## src/rtl/multichannel_moving_average_pkg.sv

```systemverilog
// rtl/multichannel_moving_average_pkg.sv - shared types and helpers for the moving-average filter
package multichannel_moving_average_pkg;

   // Control states: filling the window, steady-state output, one-cycle flush
   typedef enum logic [1:0] {
      ST_FILL  = 2'd0,
      ST_RUN   = 2'd1,
      ST_FLUSH = 2'd2
   } state_e;

   // Ceiling log2, usable in parameter and port-width expressions
   function automatic int clog2(input int value);
      int r;
      r = 0;
      for (int v = value - 1; v > 0; v = v >> 1) begin
         r = r + 1;
      end
      return r;
   endfunction

   // Accumulator width: a full window of max-depth samples cannot overflow
   function automatic int out_width(input int in_w, input int log2_depth);
      return in_w + log2_depth;
   endfunction

endpackage

```

## src/rtl/multichannel_moving_average_delay_line.sv

```systemverilog
// rtl/multichannel_moving_average_delay_line.sv - circular sample buffer, one write port, async read port
module avg_delay_line
   import multichannel_moving_average_pkg::*;
#(
   parameter int  WIDTH = 16,
   parameter int  DEPTH = 64,
   localparam int AW    = clog2(DEPTH)
) (
   input  logic             clk_i,
   input  logic             we_i,
   input  logic [AW-1:0]    waddr_i,
   input  logic [WIDTH-1:0] wdata_i,
   input  logic [AW-1:0]    raddr_i,
   output logic [WIDTH-1:0] rdata_o
);

   logic [WIDTH-1:0] mem_q [DEPTH];

   // Storage needs no reset: fill gating masks stale contents
   always_ff @(posedge clk_i) begin
      if (we_i) begin
         mem_q[waddr_i] <= wdata_i;
      end
   end

   // Read-before-write: the slot about to be overwritten is still visible this cycle
   assign rdata_o = mem_q[raddr_i];

endmodule

```

## src/rtl/multichannel_moving_average.sv

```systemverilog
// rtl/multichannel_moving_average.sv - NCHAN boxcar sum/mean filter with run-time window 2^k
module multichannel_moving_average
   import multichannel_moving_average_pkg::*;
#(
   parameter int  IN_WIDTH       = 16,
   parameter int  NCHAN          = 2,
   parameter int  LOG2_MAX_DEPTH = 6,
   localparam int OUT_WIDTH      = out_width(IN_WIDTH, LOG2_MAX_DEPTH),
   localparam int LW             = clog2(LOG2_MAX_DEPTH + 1)
) (
   input  logic                       clock,
   input  logic                       reset_n,
   input  logic                       in_valid,
   input  logic [NCHAN*IN_WIDTH-1:0]  in_data,
   input  logic [LW-1:0]              log2_len,
   input  logic                       mean_mode,
   input  logic                       clear,
   output logic                       out_valid,
   output logic [NCHAN*OUT_WIDTH-1:0] out_data,
   output logic                       primed,
   output logic                       busy
);

   localparam int AW = LOG2_MAX_DEPTH;
   localparam int CW = LOG2_MAX_DEPTH + 1;

   state_e        state_q, state_d;
   logic [LW-1:0] k_q, k_d, k_clamp, k_cur;
   logic          k_loaded_q, k_loaded_d;
   logic [AW-1:0] wp_q, wp_d, rd_addr;
   logic [CW-1:0] fill_cnt_q, fill_cnt_d, fill_inc, n_len;
   logic          flush_req, accept, emit, use_old, out_valid_q;

   assign k_clamp = (int'(log2_len) > LOG2_MAX_DEPTH) ? LW'(LOG2_MAX_DEPTH) : log2_len;
   // Before the first post-reset edge has latched k, the live request is the window
   assign k_cur     = k_loaded_q ? k_q : k_clamp;
   assign n_len     = CW'(1) << k_cur;
   assign fill_inc  = fill_cnt_q + CW'(1);
   // Truncation makes a full-depth window read the slot at wp itself
   assign rd_addr   = wp_q - n_len[AW-1:0];
   assign use_old   = (fill_cnt_q >= n_len);
   assign flush_req = (state_q != ST_FLUSH) && (clear || (k_loaded_q && (k_clamp != k_q)));
   assign accept    = in_valid && (state_q != ST_FLUSH) && !flush_req;
   assign emit      = accept && ((state_q == ST_RUN) || (fill_inc == n_len));

   // Next-state logic for FSM, write pointer, fill counter and window exponent
   always_comb begin
      state_d    = state_q;
      k_d        = k_q;
      k_loaded_d = k_loaded_q;
      wp_d       = wp_q;
      fill_cnt_d = fill_cnt_q;
      if (!k_loaded_q) begin
         k_d        = k_clamp;
         k_loaded_d = 1'b1;
      end
      case (state_q)
         ST_FILL: begin
            if (flush_req) begin
               state_d = ST_FLUSH;
            end else if (accept) begin
               fill_cnt_d = fill_inc;
               wp_d       = wp_q + AW'(1);
               if (fill_inc == n_len) begin
                  state_d = ST_RUN;
               end
            end
         end
         ST_RUN: begin
            if (flush_req) begin
               state_d = ST_FLUSH;
            end else if (accept) begin
               wp_d = wp_q + AW'(1);
            end
         end
         ST_FLUSH: begin
            wp_d       = '0;
            fill_cnt_d = '0;
            k_d        = k_clamp;
            state_d    = ST_FILL;
         end
         default: state_d = ST_FILL;
      endcase
   end

   // Control state registers
   always_ff @(posedge clock or negedge reset_n) begin
      if (!reset_n) begin
         state_q     <= ST_FILL;
         k_q         <= '0;
         k_loaded_q  <= 1'b0;
         wp_q        <= '0;
         fill_cnt_q  <= '0;
         out_valid_q <= 1'b0;
      end else begin
         state_q     <= state_d;
         k_q         <= k_d;
         k_loaded_q  <= k_loaded_d;
         wp_q        <= wp_d;
         fill_cnt_q  <= fill_cnt_d;
         out_valid_q <= emit;
      end
   end

   assign out_valid = out_valid_q;
   assign primed    = (state_q == ST_RUN);
   assign busy      = (state_q == ST_FLUSH);

   for (genvar c = 0; c < NCHAN; c++) begin : g_chan
      logic signed [IN_WIDTH-1:0]  x, old;
      logic signed [OUT_WIDTH-1:0] x_ext, old_ext, acc_q, acc_d, bias, mean_v, out_q;

      assign x = in_data[c*IN_WIDTH +: IN_WIDTH];

      avg_delay_line #(
         .WIDTH (IN_WIDTH),
         .DEPTH (1 << LOG2_MAX_DEPTH)
      ) u_delay_line (
         .clk_i   (clock),
         .we_i    (accept),
         .waddr_i (wp_q),
         .wdata_i (x),
         .raddr_i (rd_addr),
         .rdata_o (old)
      );

      assign x_ext   = OUT_WIDTH'(x);
      assign old_ext = use_old ? OUT_WIDTH'(old) : '0;
      assign acc_d   = acc_q + x_ext - old_ext;
      // Half-LSB bias before the arithmetic shift rounds ties toward +inf; zero when k = 0
      assign bias    = (OUT_WIDTH'(1) << k_cur) >> 1;
      assign mean_v  = (acc_d + bias) >>> k_cur;

      // Running window sum and held output value for this channel
      always_ff @(posedge clock or negedge reset_n) begin
         if (!reset_n) begin
            acc_q <= '0;
            out_q <= '0;
         end else begin
            if (state_q == ST_FLUSH) begin
               acc_q <= '0;
            end else if (accept) begin
               acc_q <= acc_d;
            end
            if (emit) begin
               out_q <= mean_mode ? mean_v : acc_d;
            end
         end
      end

      assign out_data[c*OUT_WIDTH +: OUT_WIDTH] = out_q;
   end

endmodule

```

## config.mk

```make
export PLATFORM = sky130hd
export DESIGN_NAME = multichannel_moving_average
export DESIGN_NICKNAME = d
export VERILOG_FILES = /design/src/rtl/multichannel_moving_average_pkg.sv /design/src/rtl/multichannel_moving_average_delay_line.sv /design/src/rtl/multichannel_moving_average.sv
export SDC_FILE = /design/constraint.sdc
export NUM_CORES = 2
export LEC_CHECK = 0
export ABC_CLOCK_PERIOD_IN_PS = 14400
export BUFFER_PORTS_ARGS = -buffer_cell sky130_fd_sc_hd__buf_2
export CORE_ASPECT_RATIO = 0.75
export CORE_MARGIN = 8
export CORE_UTILIZATION = 32
export DETAILED_ROUTE_END_ITERATION = 10
export GPL_TIMING_DRIVEN = 0
export PLACE_DENSITY = 0.48
export SYNTH_ARGS = -nofsm -noshare
export SYNTH_HDL_FRONTEND = slang
export SYNTH_HIERARCHICAL = 1
export SYNTH_SLANG_ARGS = --single-unit
```

## constraint.sdc

```tcl
create_clock -name clock -period 14.4 [get_ports clock]
set_input_delay 0.72 -clock clock [delete_from_list [all_inputs] [get_ports clock]]
set_output_delay 0.72 -clock clock [all_outputs]
set_load 0.05 [all_outputs]
```

# --- After elaboration in Yosys (flattened, before gate mapping) ---
# Memories as Yosys holds them, arrays and structs flattened.
# Index checks and enable logic that the tools add are counted.
word_totals:
  inputBits: 40
  ff_bits: 108
  ramBits: 2048
  memories: 2
  out_inout_bits: 47
classes:
  shifts: 4
  reduce_logical: 16
  addsub: 9
  n_mux: 24
  magnitude_cmp: 2
  n_eq_ne: 12
memory_table:
  columns: ["memory", "words", "width", "read_ports", "rd_ports_with_merged_regs", "wr", "line_no", "source"]
  rows:
  - ["g_chan[0].u_delay_line.mem_q", 64, 16, 1, 0, 1, "multichannel_moving_average_delay_line.sv:17", "logic [WIDTH-1:0] mem_q [DEPTH];"]
  - ["g_chan[1].u_delay_line.mem_q", 64, 16, 1, 0, 1, "multichannel_moving_average_delay_line.sv:17", null]
op_table:
  columns: ["cell", "n"]
  rows:
  - ["$mux 22", 8]
  - ["$add 22x16->22", 2]
  - ["$add 22x22->22", 2]
  - ["$sshr 22x3->22", 2]
  - ["$sub 22x22->22", 2]
  - ["$shl 1x3->22 const A", 1]
  - ["$mux 7", 2]
  - ["$pmux 7 s2", 1]
  - ["$mux 6", 2]
  - ["$pmux 6 s2", 1]
  - ["$mux 3", 3]
  - ["$reduce_and 3->1", 3]
  - ["$mux 2", 4]
  - ["$ne 2x2->1 const B", 4]
  - ["$add 7x1->7 const B", 1]
  - ["$eq 7x7->1", 1]
  - ["$ge 7x7->1", 1]
  - ["$shl 1x3->7 const A", 1]
  - ["$add 6x1->6 const B", 1]
  - ["$ne 3x3->1 const B", 2]
  - ["$reduce_bool 2->1", 3]
  - ["$sub 6x6->6", 1]
  - ["$logic_and 1x1->1", 5]
  - ["$ne 2x1->1 const B", 2]
  - ["10 further kinds", 12]

# --- Logic depth before layout (Yosys ltp) ---
logic_depth:
  depth_word: 11
  depth_mapped: 39
  mapped_depth_nobuf: 34

# --- Cells and area by module ---
# Netlist, hierarchy kept.
by_module_without_submodules:
  columns: ["module", "seq_area_each_um2", "instances", "cells_each", "area_per_inst_um2"]
  rows:
  - ["avg_delay_line", 30749.5, 2, 1813, 39721.8]
  - ["multichannel_moving_average", 2702.6, 1, 1619, 12398.1]

# --- Least setup slack after synthesis ---
# Ideal clock, no wire load.
synth_path:
  kind: "input -> register"
  from: "input port log2_len[0]"
  to: "register g_chan[0].out_q[15]"
  t_arrival_ns: 9.198
  path_slack_ns: 5.116
  t_required_ns: 14.314
  cell_stages: 39
  path_buffers: 6
  setup_time_ns: 0.086
  cell_sequence: "a21boi_0 > mux2_2 > clkbuf_1 > clkbuf_1 > clkbuf_1 > clkbuf_1 > nand2_1 > ha_1 > nor2b_1 > o21ai_0 > nand2b_1 > a21o_1 > a21oi_1 > xnor2_1 > clkbuf_1 > nand2_1 > clkbuf_1 > a221oi_1 > (+3 left out) > inv_1 > ha_1 > fa_1 > a211oi_2 > o21ai_2 > xor2_1 > ha_1 > nand2_1 > a21o_1 > o21ai_0 > o211ai_2 > nor3_4 > nand4_4 > or4_1 > and2_1 > mux2_2 > or3_1 > a32oi_1"
synth_via:
  elab_chain_cells: 11
  elab_cells_between_ends: 22
  cone_classes: "add/sub (3); order compare (2); eq/ne (2); shift (3); mux (4); reduce/logical (7); memory (1)"
synth_lines:
  columns: ["item", "line_no", "source"]
  rows:
  - ["from (decl)", "multichannel_moving_average.sv:15", "input logic [LW-1:0] log2_len,"]
  - ["$gt 3x3->1", "multichannel_moving_average.sv:34", "assign k_clamp = (int'(log2_len) > LOG2_MAX_DEPTH) ? LW'(LOG2_MAX_DEPTH) : log2_len;"]
  - ["$mux 3 (*)", "multichannel_moving_average.sv:34", null]
  - ["$mux 3 (*)", null, null]
  - ["$shl 1x3->7 (*)", "multichannel_moving_average.sv:37", "assign n_len = CW'(1) << k_cur;"]
  - ["$sub 6x6->6 (*)", "multichannel_moving_average.sv:40", "assign rd_addr = wp_q - n_len[AW-1:0];"]
  - ["net rd_addr[5]", "multichannel_moving_average.sv:30", "logic [AW-1:0] wp_q, wp_d, rd_addr;"]
  - ["$mem_v2 64x16 (*)", null, null]
  - ["net g_chan[0].old[0]", "multichannel_moving_average.sv:110", "logic signed [IN_WIDTH-1:0] x, old;"]
  - ["$mux 22 (*)", "multichannel_moving_average.sv:128", "assign old_ext = use_old ? OUT_WIDTH'(old) : '0;"]
  - ["$sub 22x22->22 (*)", "multichannel_moving_average.sv:129", "assign acc_d = acc_q + x_ext - old_ext;"]
  - ["$add 22x22->22", "multichannel_moving_average.sv:132", "assign mean_v = (acc_d + bias) >>> k_cur;"]
  - ["$sshr 22x3->22", "multichannel_moving_average.sv:132", null]
  - ["$mux 22 (*)", "multichannel_moving_average.sv:146", "out_q <= mean_mode ? mean_v : acc_d;"]
  - ["to (signal assigned)", "multichannel_moving_average.sv:146", null]
  - ["to (decl)", "multichannel_moving_average.sv:111", "logic signed [OUT_WIDTH-1:0] x_ext, old_ext, acc_q, acc_d, bias, mean_v, out_q;"]
# The timed path passes the listed nets; every way through them passes the cells marked *.
# A chain may end at the register's enable or synchronous reset.

# --- Worst setup path in the final report ---
layout_path:
  from: "register k_loaded_q"
  to: "register g_chan[1].out_q[20]"
layout_via:
  elab_chain_cells: 9
  elab_cells_between_ends: 19
  cone_classes: "add/sub (3); order compare (1); eq/ne (1); shift (3); mux (3); reduce/logical (7); memory (1)"
layout_lines:
  columns: ["item", "line_no", "source"]
  rows:
  - ["from (decl)", "multichannel_moving_average.sv:29", "logic k_loaded_q, k_loaded_d;"]
  - ["from (signal assigned)", "multichannel_moving_average.sv:98", "k_loaded_q <= k_loaded_d;"]
  - ["$mux 3 (*)", null, null]
  - ["$shl 1x3->7 (*)", "multichannel_moving_average.sv:37", null]
  - ["$sub 6x6->6 (*)", "multichannel_moving_average.sv:40", null]
  - ["net rd_addr[1]", "multichannel_moving_average.sv:30", null]
  - ["$mem_v2 64x16 (*)", null, null]
  - ["net g_chan[1].old[0]", "multichannel_moving_average.sv:110", null]
  - ["$mux 22 (*)", "multichannel_moving_average.sv:128", null]
  - ["$sub 22x22->22 (*)", "multichannel_moving_average.sv:129", null]
  - ["$add 22x22->22", "multichannel_moving_average.sv:132", null]
  - ["$sshr 22x3->22", "multichannel_moving_average.sv:132", null]
  - ["$mux 22 (*)", "multichannel_moving_average.sv:146", null]
  - ["to (signal assigned)", "multichannel_moving_average.sv:146", null]
  - ["to (decl)", "multichannel_moving_average.sv:111", null]
# Marks and branches as above.

==> impl_metrics.ini <==
[sta]
clock.fmax_mhz = 73.1
hold_viol_final = 0
finalCritPeriodShare = 0.950
fin_tns_setup_ps = 0
finClkSkew_ps = 52.5
finalCriticalPeriod_ps = 13680
setup_viol = 0
worstMarginPinSlew_ps = 1560
maxSlewViolCount = 1
max_slew_margin = -0.0402
rsz0062_at_grt = false

[synth]
postSynthCellCount = 5245
yosys.area.top_type_share = 0.670
synth_common_cells = edfxtp_1 (2048), mux4_2 (440), nand2_1 (329)
ys_ff_latch = 2156
synth_nets = 5404
ys.flop_type = edfxtp_1
yosys_warnings = 6
async_flop_share = 0.0501
synth_edf_count = 2048
synth_cell_types = 106
netlist_top_cells_area = edfxtp_1 (67%), mux4_2 (11%), dfrtp_1 (2.9%)
synth.largest_area_cell = edfxtp_1
yosysMostFrequentCell = edfxtp_1
synth_area_per_cell_um2 = 17.5
yosysSeqAreaShare = 0.699
synth.cell_area_mm2 = 0.0918

[global_route]
grt-ovfl-total = 0
busiest_layer = met1
grt_pass1_vias = 50600
grt_max_degree = 67
track_usage = 0.186
use_met3 = 0.0561
grt_pass1_wl_um = 403000
met2_usage = 0.251
grtUsageMet1 = 0.293
antenna_found_initial = 25

[floorplan]
start_util = 0.321
die_h_um = 480
die_x_um = 635
rows = 170
coreArea_mm2 = 0.286
die_area_mm2 = 0.305
io_pins = 87

[flow_run]
max-cap-violations = 0

[clocking]
clk_pin_slew_ps = 60
cts_max_level = 4
insertion_delay_ps = 870
cts_root_buf = clkbuf_16
tritoncts = built
cts_buffers = 225
cts.path.max_buffers = 3
cts.sinks = 2156

[run_status]
status = finished with violations
violations = max-slew violations

[power_and_ir_drop]
seq_power_share = 0.291
max-vdd-ir-drop_mv = 0.180
p_clk_frac = 0.239
p_sw_mw = 10.2
p_int_mw = 14.1
power_frac_comb = 0.470
power.density_mw_per_mm2 = 226
leakagePower_nw = 34.6
swShare = 0.420
p_total_mw = 24.2

[route]
drt-initial-drc-count = 6999
routed_wl_um = 289000
firstDrtPassIters = 6
vias_per_cell = 5.42
ant_nets = 0
vias = 52500
drt_drc_violations_left = 0
wl_per_cell_um = 29.8

[critical_path]
crit_top_cell = clkbuf_1
path_class = flop to flop
rr_startpoint = k_loaded_q$_DFF_PN0_
critPathRequiredTime_ps = 15090
cpPeakStageDelay_ps = 1160
r2r_end = g_chan[1].out_q[20]$_DFFE_PN0P_
cp.arrival_ps = 14370
worstRegToRegCells = 35
rrSetupSlack_ps = 720
crit_fanout = 10
cp-end-kind = flop
startpoint_type = flop
slowest_stage = a221oi_1

[placement]
placed_cell_area_mm2 = 0.0999
gp_congestion = 0.892
port_buffers = 85
place_hpwl_um = 202000

[final_layout]
syn_to_final_growth_pct = 16.8
n_fill_cell = 26400
fin_nets = 5858
drive_above_1_share = 0.240
final_area_mm2 = 0.107

[hold_path]
min_path_cells = 3
hp-start = log2_len[1]
worst_hold_path.endpoint = k_q[1]$_DFF_PN0_
worstHoldPathType = input pin to flop
## flip-flops by register name (all words and copies together), names as in the netlist
signal,count
fill_cnt_q,7
k_loaded_q,1
state_q,2
g_chan.acc_q,44
k_q,3
g_chan.u_delay_line/mem_q,2048
g_chan.out_q,44
out_valid,1
wp_q,6
## layout by cell type, fill, tap and decap left out, types with 94 or more instances in the layout
cell type | synthesis | final
nand3_1 | 94 | 94
clkbuf_16 | 0 | 226
dfrtp_1 | 108 | 108
buf_2 | 82 | 143
inv_1 | 192 | 192
mux2i_1 | 194 | 194
nand2_1 | 329 | 329
nor2_2 | 4 | 128
mux4_2 | 440 | 440
a21oi_1 | 186 | 186
buf_8 | 6 | 101
nor2_1 | 258 | 134
edfxtp_1 | 2048 | 2048
clkbuf_1 | 109 | 152
## kinds of logic (layout without fill, tap and decap cells)
logic type      Yosys count  after routing  share of synthesized area
compound gates          698            698                     0.0527
xor+xnor                 89             89                    0.00886
fa+ha+maj               119            119                     0.0199
buf+inv                 481           1126                     0.0273
flops                  2156           2156                      0.699
mux                     705            705                      0.139
other cells               1             13                  0.0000408
simple gates            996            996                     0.0531
## layer usage
layer / wire length [um] / share of wire
met1: 137000 / 0.47
met2: 116000 / 0.40
met3: 32100 / 0.11
met4: 4760 / 0.016
met5: 0 / 0
## timing repair
item / in CTS / in global routing
hold buffers: 1 / 0
resized for setup: 0 / 0
buffers inserted: 0 / 0
endpoints found under the hold margin: 55 / 0
endpoints found under the setup margin: 0 / 0
## power by group through the flow
stage	Clock, mW	Combinational (mW)	Sequential (mW)
3_3_place_gp	0	11.2	7.20
4_1_cts	5.92	11.2	7.06
6_report	5.79	11.4	7.06
5_1_grt	6.15	12.2	7.07
3_5_place_dp	0	11.1	7.20
2_1_floorplan	0	7.23	7.32
## worst max-delay path, delay by kind of cell (launching register included)
kind,cells,cell delay (ps)
buf+inv,11,4530
compound gates,8,2810
simple gates,7,2170
fa+ha+maj,5,1790
xor+xnor,2,1180
mux,2,680
flops,1,320
## cell type report
type	count	area, um2	area share
flip-flops and latches	2156	64200	0.598
clock inverters	145	1460	0.0136
inverters	192	721	0.00672
clock buffers	273	5860	0.0546
repair buffers	227	3020	0.0282
diodes	12	30.0	0.000280
plain buffers	289	1790	0.0167
multi-input cells	2608	25500	0.237
well taps	3784	4730	0.0441
## worst max path at each step
stage / cells past startpoint / to / start / slack [ps]
CTS: 35 / g_chan[1].out_q[20]$_DFFE_PN0P_ / k_loaded_q$_DFF_PN0_ / 1120
floorplan: 39 / g_chan[0].out_q[15]$_DFFE_PN0P_ / log2_len[0] / 5120
global placement: 39 / g_chan[0].out_q[15]$_DFFE_PN0P_ / log2_len[0] / 110
detailed placement: 37 / g_chan[1].out_q[20]$_DFFE_PN0P_ / log2_len[0] / 550
finish: 35 / g_chan[1].out_q[20]$_DFFE_PN0P_ / k_loaded_q$_DFF_PN0_ / 720
global route: 38 / g_chan[0].out_q[16]$_DFFE_PN0P_ / k_loaded_q$_DFF_PN0_ / 360
## per-stage QoR
stage / hold slack [ps] / setup slack, ps / util / std cells
floorplan: 424 / 5120 / - / 5245
global placement: 470 / 110 / 0.339 / 9114
detailed placement: 480 / 548 / 0.349 / 9254
CTS: 129 / 1120 / 0.375 / 9673
global route: 179 / 364 / 0.375 / 9676
finish: 198 / 724 / 0.375 / 9686
Power figures use the tool's default switching activity.
